===== config.mk =====
export PLATFORM = sky130hd
export DESIGN_NAME = mul_border_mc
export DESIGN_NICKNAME = d
export VERILOG_FILES = /design/src/rtl/mul_border_mc.sv
export SDC_FILE = /design/constraint.sdc
export NUM_CORES = 1
export LEC_CHECK = 0
export ABC_AREA = 1
export ABC_CLOCK_PERIOD_IN_PS = 1550
export BUFFER_PORTS_ARGS = -buffer_cell sky130_fd_sc_hd__buf_2
export CAP_MARGIN = 15
export CORE_ASPECT_RATIO = 0.7
export CORE_UTILIZATION = 40
export DETAILED_ROUTE_END_ITERATION = 10
export GPL_TIMING_DRIVEN = 0
export REMOVE_ABC_BUFFERS = 1
export SLEW_MARGIN = 30
export SYNTH_ARGS = -nofsm -noshare
export SYNTH_HDL_FRONTEND = slang
export SYNTH_SLANG_ARGS = --single-unit

===== constraint.sdc =====
create_clock -name clk -period 1.55 [get_ports clk]
set_clock_uncertainty 0.15 [all_clocks]
set_input_delay 0.0775 -clock clk [delete_from_list [all_inputs] [get_ports clk]]
set_output_delay 0.0775 -clock clk [all_outputs]
set_load 0.005 [all_outputs]

===== src/rtl/mul_border_mc.sv =====
// mul_border_mc: temporal-by-Sobol unary multiplier, one shared input pulse train against CH weight channels
//
// Ports:
//   clk      rising-edge clock for all state
//   rst_n    synchronous active-low reset
//   init     load a new input magnitude, latch the weights, restart the sequence
//   clr      abort the current operation (weights kept, no completion pulse)
//   stall    freeze the counter and sequence index, force o_bit low
//   i_data_i input magnitude, i.e. the temporal pulse length in cycles
//   i_data_w packed weight magnitudes, channel c at [c*(WIDTH-1) +: WIDTH-1]
//   randW    shared threshold: bit-reversed sequence index
//   o_bit    per-channel product bitstream
//   i_bit_d  temporal input bit, forwarded to the neighbour PE
//   o_busy   high while the temporal count is nonzero
//   o_done   registered one-cycle completion pulse
//
// Optional feature, enabled by defining MUL_BORDER_MC_SIGN_EN:
//   i_sign_i, i_sign_w inputs and o_sign output; o_sign[c] = i_sign_i ^ i_sign_w[c],
//   latched on init and held until the next init or reset.
module mul_border_mc #(
    parameter int WIDTH = 8,
    parameter int CH    = 4
) (
    input  logic                    clk,
    input  logic                    rst_n,
    input  logic                    init,
    input  logic                    clr,
    input  logic                    stall,
    input  logic [WIDTH-2:0]        i_data_i,
    input  logic [CH*(WIDTH-1)-1:0] i_data_w,
    output logic [WIDTH-2:0]        randW,
    output logic [CH-1:0]           o_bit,
    output logic                    i_bit_d,
    output logic                    o_busy,
    output logic                    o_done
`ifdef MUL_BORDER_MC_SIGN_EN
    ,
    input  logic                    i_sign_i,
    input  logic [CH-1:0]           i_sign_w,
    output logic [CH-1:0]           o_sign
`endif
);
    localparam int M = WIDTH - 1;

    logic [M-1:0] cnt;
    logic [M-1:0] idx;
    logic [M-1:0] wreg [CH];

    always_ff @(posedge clk) begin
        if (!rst_n) begin
            cnt    <= '0;
            idx    <= '0;
            o_done <= 1'b0;
            for (int c = 0; c < CH; c++) wreg[c] <= '0;
        end else if (init) begin
            cnt    <= i_data_i;
            idx    <= '0;
            // a zero-length operation completes immediately
            o_done <= (i_data_i == '0);
            for (int c = 0; c < CH; c++) wreg[c] <= i_data_w[c*M +: M];
        end else if (clr) begin
            cnt    <= '0;
            idx    <= '0;
            o_done <= 1'b0;
        end else if (stall) begin
            o_done <= 1'b0;
        end else if (i_bit_d) begin
            cnt    <= cnt - M'(1);
            idx    <= idx + M'(1);
            o_done <= (cnt == M'(1));
        end else begin
            o_done <= 1'b0;
        end
    end

`ifdef MUL_BORDER_MC_SIGN_EN
    always_ff @(posedge clk) begin
        if (!rst_n) o_sign <= '0;
        else if (init) o_sign <= {CH{i_sign_i}} ^ i_sign_w;
    end
`endif

    assign i_bit_d = (cnt != '0);
    assign o_busy  = i_bit_d;

    // van der Corput threshold: MSB of randW is LSB of idx
    for (genvar i = 0; i < M; i++) begin : g_rev
        assign randW[i] = idx[M-1-i];
    end

    for (genvar c = 0; c < CH; c++) begin : g_ch
        assign o_bit[c] = i_bit_d & ~stall & (wreg[c] > randW);
    end
endmodule


==> flow_summary.ini, run 1 <==
[sta]
slew_headroom = 0.5264
finalHoldViolCount = 0
final-max-slew-violation-count = 0
tightest_slew_ps = 707.9
setup_ws_ps = -261.0
timing.final.crit_share = 1.168
period_needed_ps = 1811
finalSetupViolations = 5
rsz0062_at_grt = yes
max_freq_mhz = 552.2
tns_ps = -926.3

[logic_synthesis]
syn_area_um2 = 2764
synth_top_area_cell = edfxtp_1
yosys_warnings = 0
synth.yosys.seq_area_share = 0.4129
synth_area_per_cell_um2 = 8.058
ys_types = 22
synth_top_area_frac = 0.3042
syn_inst = 343
synthTopCellsByArea = edfxtp_1 30%, ha_1 14%, dfxtp_1 11%
synth_seq_cells = 43

[route]
vias = 2534
routed_via_density = 4.693
wl_per_cell_um = 13.21
drcViolationCount = 0
wirelength_mm = 7.134
first_iter_violations = 126
dr.pass1.iters = 5
antenna_left = 0

[global_routing]
antenna_found_initial = 0
grt_util_met1 = 0.2856
grt_max_degree = 30
use_met3 = 0.04195
grt_pass1_wl_mm = 11.33
grt_pass1_vias = 2416
busiest_layer = met2
grt_use_total = 0.2060
grt.overflow.total = 0
use_met2 = 0.3235

[pwr]
p_leak_uw = 0.001881
peakVddDrop_mv = 0.3464
power_density_nw_per_um2 = 707.1

[clock_network]
cts.sinks = 43
clk_pin_slew_worst_paths_ps = 80
clock_latency_ps = 300
cts-root-buf = clkbuf_8
clk_path_buf_depth = 2
cts_buffers = 5
cts_tree = built
htreeDepth = 2

[die]
coreArea_um2 = 6456
die_h_um = 71.55
design.die.area_um2 = 7251
start_util = 0.4281
io_pins = 54
die-width_um = 101.4
num_rows = 24

[setup_path]
crit_required_ps = 1320
r2r-start = cnt[1]
critPathSlowestCell = dfxtp_4
start_kind = flop
cp_top_family = compound AO/OA/AOI/OAI gates
slowest_delay_ps = 390
worstSetupPathType = flop to output pin
cp_max_fo = 5
path_cells = inv_8, ha_4, a21oi_1, o21ai_1, a21oi_2, nor2_2, buf_2
crit_buf_inv = 2
rrSetupSlack_ps = -40
cp.arrival_ps = 1580
crit_path_end_kind = output pin
r2r-end = idx[2]
critPathLaunch = idx[0]
ff2ff_path_depth = 9

[cells_and_area]
antennaDiodeCount = 0
fin_nets = 520
drive_above_1_share = 0.3653
synthToLayoutAreaGrowth_pct = 50.34

[placed_design]
hpwl_mm = 4.297
port_buffers = 53
pre_cts_ws_ps = -261.6
gp_congestion = 0.8403

[worst_hold_path]
min_to = cnt[0]
min_path_type = input port to flop
hp-start = init
worstHoldPathCells = 5

[outcome]
status = finished with violations
violations = negative setup slack

[flow_run]
drv_cap = 0
## Yosys cell counts
master / number
nand2_1: 69
nor2_1: 67
inv_1: 55
ha_1: 32
edfxtp_1: 28
a21oi_1: 21
dfxtp_1: 15
o21ai_0: 15
nand3_1: 8
nand4_1: 8
nand2_2: 4
nand2_4: 4
nor2_4: 4
buf_6: 3
a21oi_2: 2
buf_4: 2
buf_2: 1
nand3_2: 1
nand3b_1: 1
nor2_8: 1
nor3_1: 1
nor4_1: 1
## cell type report
type                    count  area [um^2]
fillers                   490         2301
multi-input cells         239         1799
flip-flops and latches     43         1174
repair buffers            104        749.5
inverters                  55        239.0
well taps                  91        113.9
clock buffers               6        72.57
clock inverters             2        7.507
## routing by layer
layer,share of wire,up-vias,wire length [um]
met1,0.48,1118,3435
met2,0.45,87,3208
met5,0,-,0
li1,-,1318,-
met4,0.017,0,121
met3,0.052,11,370
## sequential cells by signal, indices dropped and copies added (netlist names)
register / flops
idx: 7
cnt: 7
o_done: 1
wreg: 28
## cell usage in the layout, fill, tap and decap left out, types with 11 or more instances in the layout
cell type and count:
nand2_1 60, nor2_1 57, buf_2 53, inv_1 47, dlygate4sd3_1 39, edfxtp_1 28
ha_4 24, a21oi_2 12, a21oi_1 11, buf_4 11
## cells by family (layout without fill, tap and decap cells)
kind of cell    Yosys count  count (layout)  synth area share
compound gates           38              38           0.07153
simple gates            169             169            0.2766
buf+inv                  61             167           0.09416
flops                    43              43            0.4129
fa+ha+maj                32              32            0.1449
## worst reg2reg max path, delay by kind of cell, from the launching register on
kind                       cells  cell delay [ps]
adders and majority gates      1              170
buffers and inverters          2              270
DFF                            1              350
and+or+nand+nor                6              540
## how the worst max path moves through the flow
stage	slack (ps)	end	cells past startpoint
6_report	-260	o_bit[2]	7
5_1_grt	-340	o_bit[2]	7
4_1_cts	-230	o_bit[3]	7
3_5_place_dp	-260	o_bit[3]	7
3_3_place_gp	-470	idx[3]	5
2_1_floorplan	90	cnt[1]	9
## power by group
group | total (uW) | switching [uW] | internal (uW) | leakage (uW)
clock network | 689 | 381 | 308 | 0.0000403
logic | 884 | 458 | 427 | 0.00141
registers | 1360 | 64.5 | 1300 | 0.000431
total | 2940 | 903 | 2040 | 0.00188
## what timing repair did
item / 4_1_cts / 5_1_grt
pin swaps: 26 / 26
hold endpoints to repair: 37 / 0
hold buffers: 39 / 0
resized for setup: 81 / 34
endpoints found under the setup margin: 21 / 16
buffers inserted: 11 / 1
## metrics by stage
stage	hold WS (ps)	power, uW	utilization	cells	area, um^2
after floorplan	47.91	1756	-	337	2710
after CTS	110.8	2868	0.6178	539	3989
after global routing	158.9	3105	0.6436	540	4155
final	135.6	2938	0.6436	540	4155
after global placement	217.3	1941	0.4785	481	3089
after detailed placement	217.7	1952	0.4789	481	3092
No activity file was read; power rests on OpenSTA's default activity.
==> run 2, diff against run 1 <==
--- a/config.mk
+++ b/config.mk
@@ -13,7 +13,6 @@
 export CORE_UTILIZATION = 40
 export DETAILED_ROUTE_END_ITERATION = 10
 export GPL_TIMING_DRIVEN = 0
-export REMOVE_ABC_BUFFERS = 1
 export SLEW_MARGIN = 30
 export SYNTH_ARGS = -nofsm -noshare
 export SYNTH_HDL_FRONTEND = slang
==> run 2 against run 1 <==
Net effect:
- the run still ends with negative setup slack left
- critical endpoint is now o_bit[1]
- non-clock buffer count up 3
- total power grew 5.8%
- global-route usage decreased by 0.072 points
- via count decreased by 0.55%
- wire length shrank 0.69%
- combinational power decreased by 6.6%
- cell area is 2.3% lower
==> flow_summary.ini, run 2 (synthesized netlist as in run 1, its figures left out) <==
[route]
wirelength_mm = 7.085
first_iter_violations = 102
drcViolationCount = 0
wl_per_cell_um = 13.05
vias = 2520
antenna_left = 0
dr.pass1.iters = 4
routed_via_density = 4.641

[die]
io_pins = 54
num_rows = 24
start_util = 0.4281
die-width_um = 101.4
design.die.area_um2 = 7251
coreArea_um2 = 6456
die_h_um = 71.55

[cells_and_area]
largestRegisters = wreg: 28 flops, cnt: 7 flops, idx: 7 flops
final_common_cell = nand2_1
nFillCells = 543
fin_nets = 523
synthToLayoutAreaGrowth_pct = 46.94
final_cell_mix = 64 x nand2_1, 59 x nor2_1, 53 x buf_2
drive_above_1_share = 0.3363
largest_register = wreg
largest_reg_flops = 28
antennaDiodeCount = 0

[clock_network]
cts_buffers = 5
clk_pin_slew_worst_paths_ps = 90
clk_path_buf_depth = 2
clock_latency_ps = 300
cts-root-buf = clkbuf_8
htreeDepth = 2
cts_tree = built
cts.sinks = 43

[sta]
setup_ws_ps = -251.6
timing.final.crit_share = 1.162
final-max-slew-violation-count = 0
max_freq_mhz = 555.1
finalHoldViolCount = 0
period_needed_ps = 1802
slew_headroom = 0.5173
finalSetupViolations = 4
tightest_slew_ps = 721.5
tns_ps = -867.6
rsz0062_at_grt = yes

[pwr]
power_frac_clock = 0.297
p_sw_uw = 884.8
p_comb_frac = 0.266
peakVddDrop_mv = 0.4395
power_density_nw_per_um2 = 765.3
sw_frac_of_total = 0.2847
p_int_uw = 2223
p_seq_frac = 0.437
p_leak_uw = 0.001900

[global_routing]
grt_pass1_wl_mm = 11.18
antenna_found_initial = 0
grt_pass1_vias = 2377
grt_use_total = 0.2053
grt.overflow.total = 0
grt_max_degree = 30

[setup_path]
cp_max_fo = 5
cp.arrival_ps = 1570
crit_path_end_kind = output pin
start_kind = flop
worstSetupPathType = flop to output pin
crit_required_ps = 1320

[flow_run]
drv_cap = 0

[placed_design]
port_buffers = 52
hpwl_mm = 4.522
gp_congestion = 0.8493
pre_cts_ws_ps = -192.5

[outcome]
violations = negative setup slack
status = finished with violations

[logic_synthesis]
syn_nets = 415

[worst_hold_path]
min_path_type = input port to flop
## run 2: changes by cell type in the layout (fill, tap and decap cells not counted), moves of 3 or more
cell	previous run	this run
ha_1	6	14
ha_4	24	18
a21oi_1	11	15
a21oi_2	12	8
nand2_1	60	64
inv_2	1	4
nand2_4	7	4
nor2_4	8	5
## run 2: final timing paths
path / startpoint / cells after the start / end / slack [ps]
min: init / 5 / cnt[1] / 60
min reg2reg: idx[4] / 2 / idx[4] / 410
max reg2reg: cnt[0] / 9 / idx[5] / 90
max: idx[4] / 7 / o_bit[1] / -250
## run 2: layout make-up
| class | count | area [um^2] | share of cell area |
|---|---|---|---|
| Clock buffer | 6 | 82.58 | 0.02033 |
| Inverter | 55 | 234.0 | 0.05761 |
| Tap cell | 91 | 113.9 | 0.02803 |
| Buffer | 5 | 46.29 | 0.01140 |
| Multi-Input combinational cell | 239 | 1652 | 0.4067 |
| Sequential cell | 43 | 1167 | 0.2874 |
| Timing Repair Buffer | 102 | 730.7 | 0.1799 |
| Clock inverter | 2 | 35.03 | 0.008626 |
## run 2: what timing repair did
action	in CTS	in global routing
endpoints found under the setup margin	19	12
hold buffers	38	0
endpoints found under the hold margin	37	0
setup buffers	11	1
resized for setup	61	23
pin swaps	15	6
## run 2: through the flow
stage	hold slack, ps	total power (uW)	cells	util	area (um^2)
2_1_floorplan	83.89	1783	343	-	2764
3_3_place_gp	223.6	1963	486	0.4860	3138
3_5_place_dp	226.6	1975	486	0.4864	3141
4_1_cts	56.82	3045	542	0.6122	3953
5_1_grt	81.46	3264	543	0.6291	4061
6_report	56.08	3108	543	0.6291	4061
## run 2: per-layer routing
layer,track usage,vias up,part of all wire
met2,0.3084,64,0.44
met4,0.06280,0,0.013
met3,0.03707,10,0.045
met5,0,-,0
li1,-,1325,-
met1,0.3008,1121,0.50
## run 2: power groups by stage
stage               Combinational (uW)  Sequential (uW)  Clock [uW]
detailed placement                 603             1370           0
floorplan                          425             1360           0
global placement                   594             1370           0
CTS                                762             1350         931
finish                             826             1360         924
global route                       923             1370         973
## run 2: critical path, cell delays in order, from the launching register on
cell and delay (ps):
dfxtp_2 380, inv_6 70, ha_4 250, a21oi_2 120, o21ai_1 70, a21oi_1 190
nor2_2 50, buf_2 120
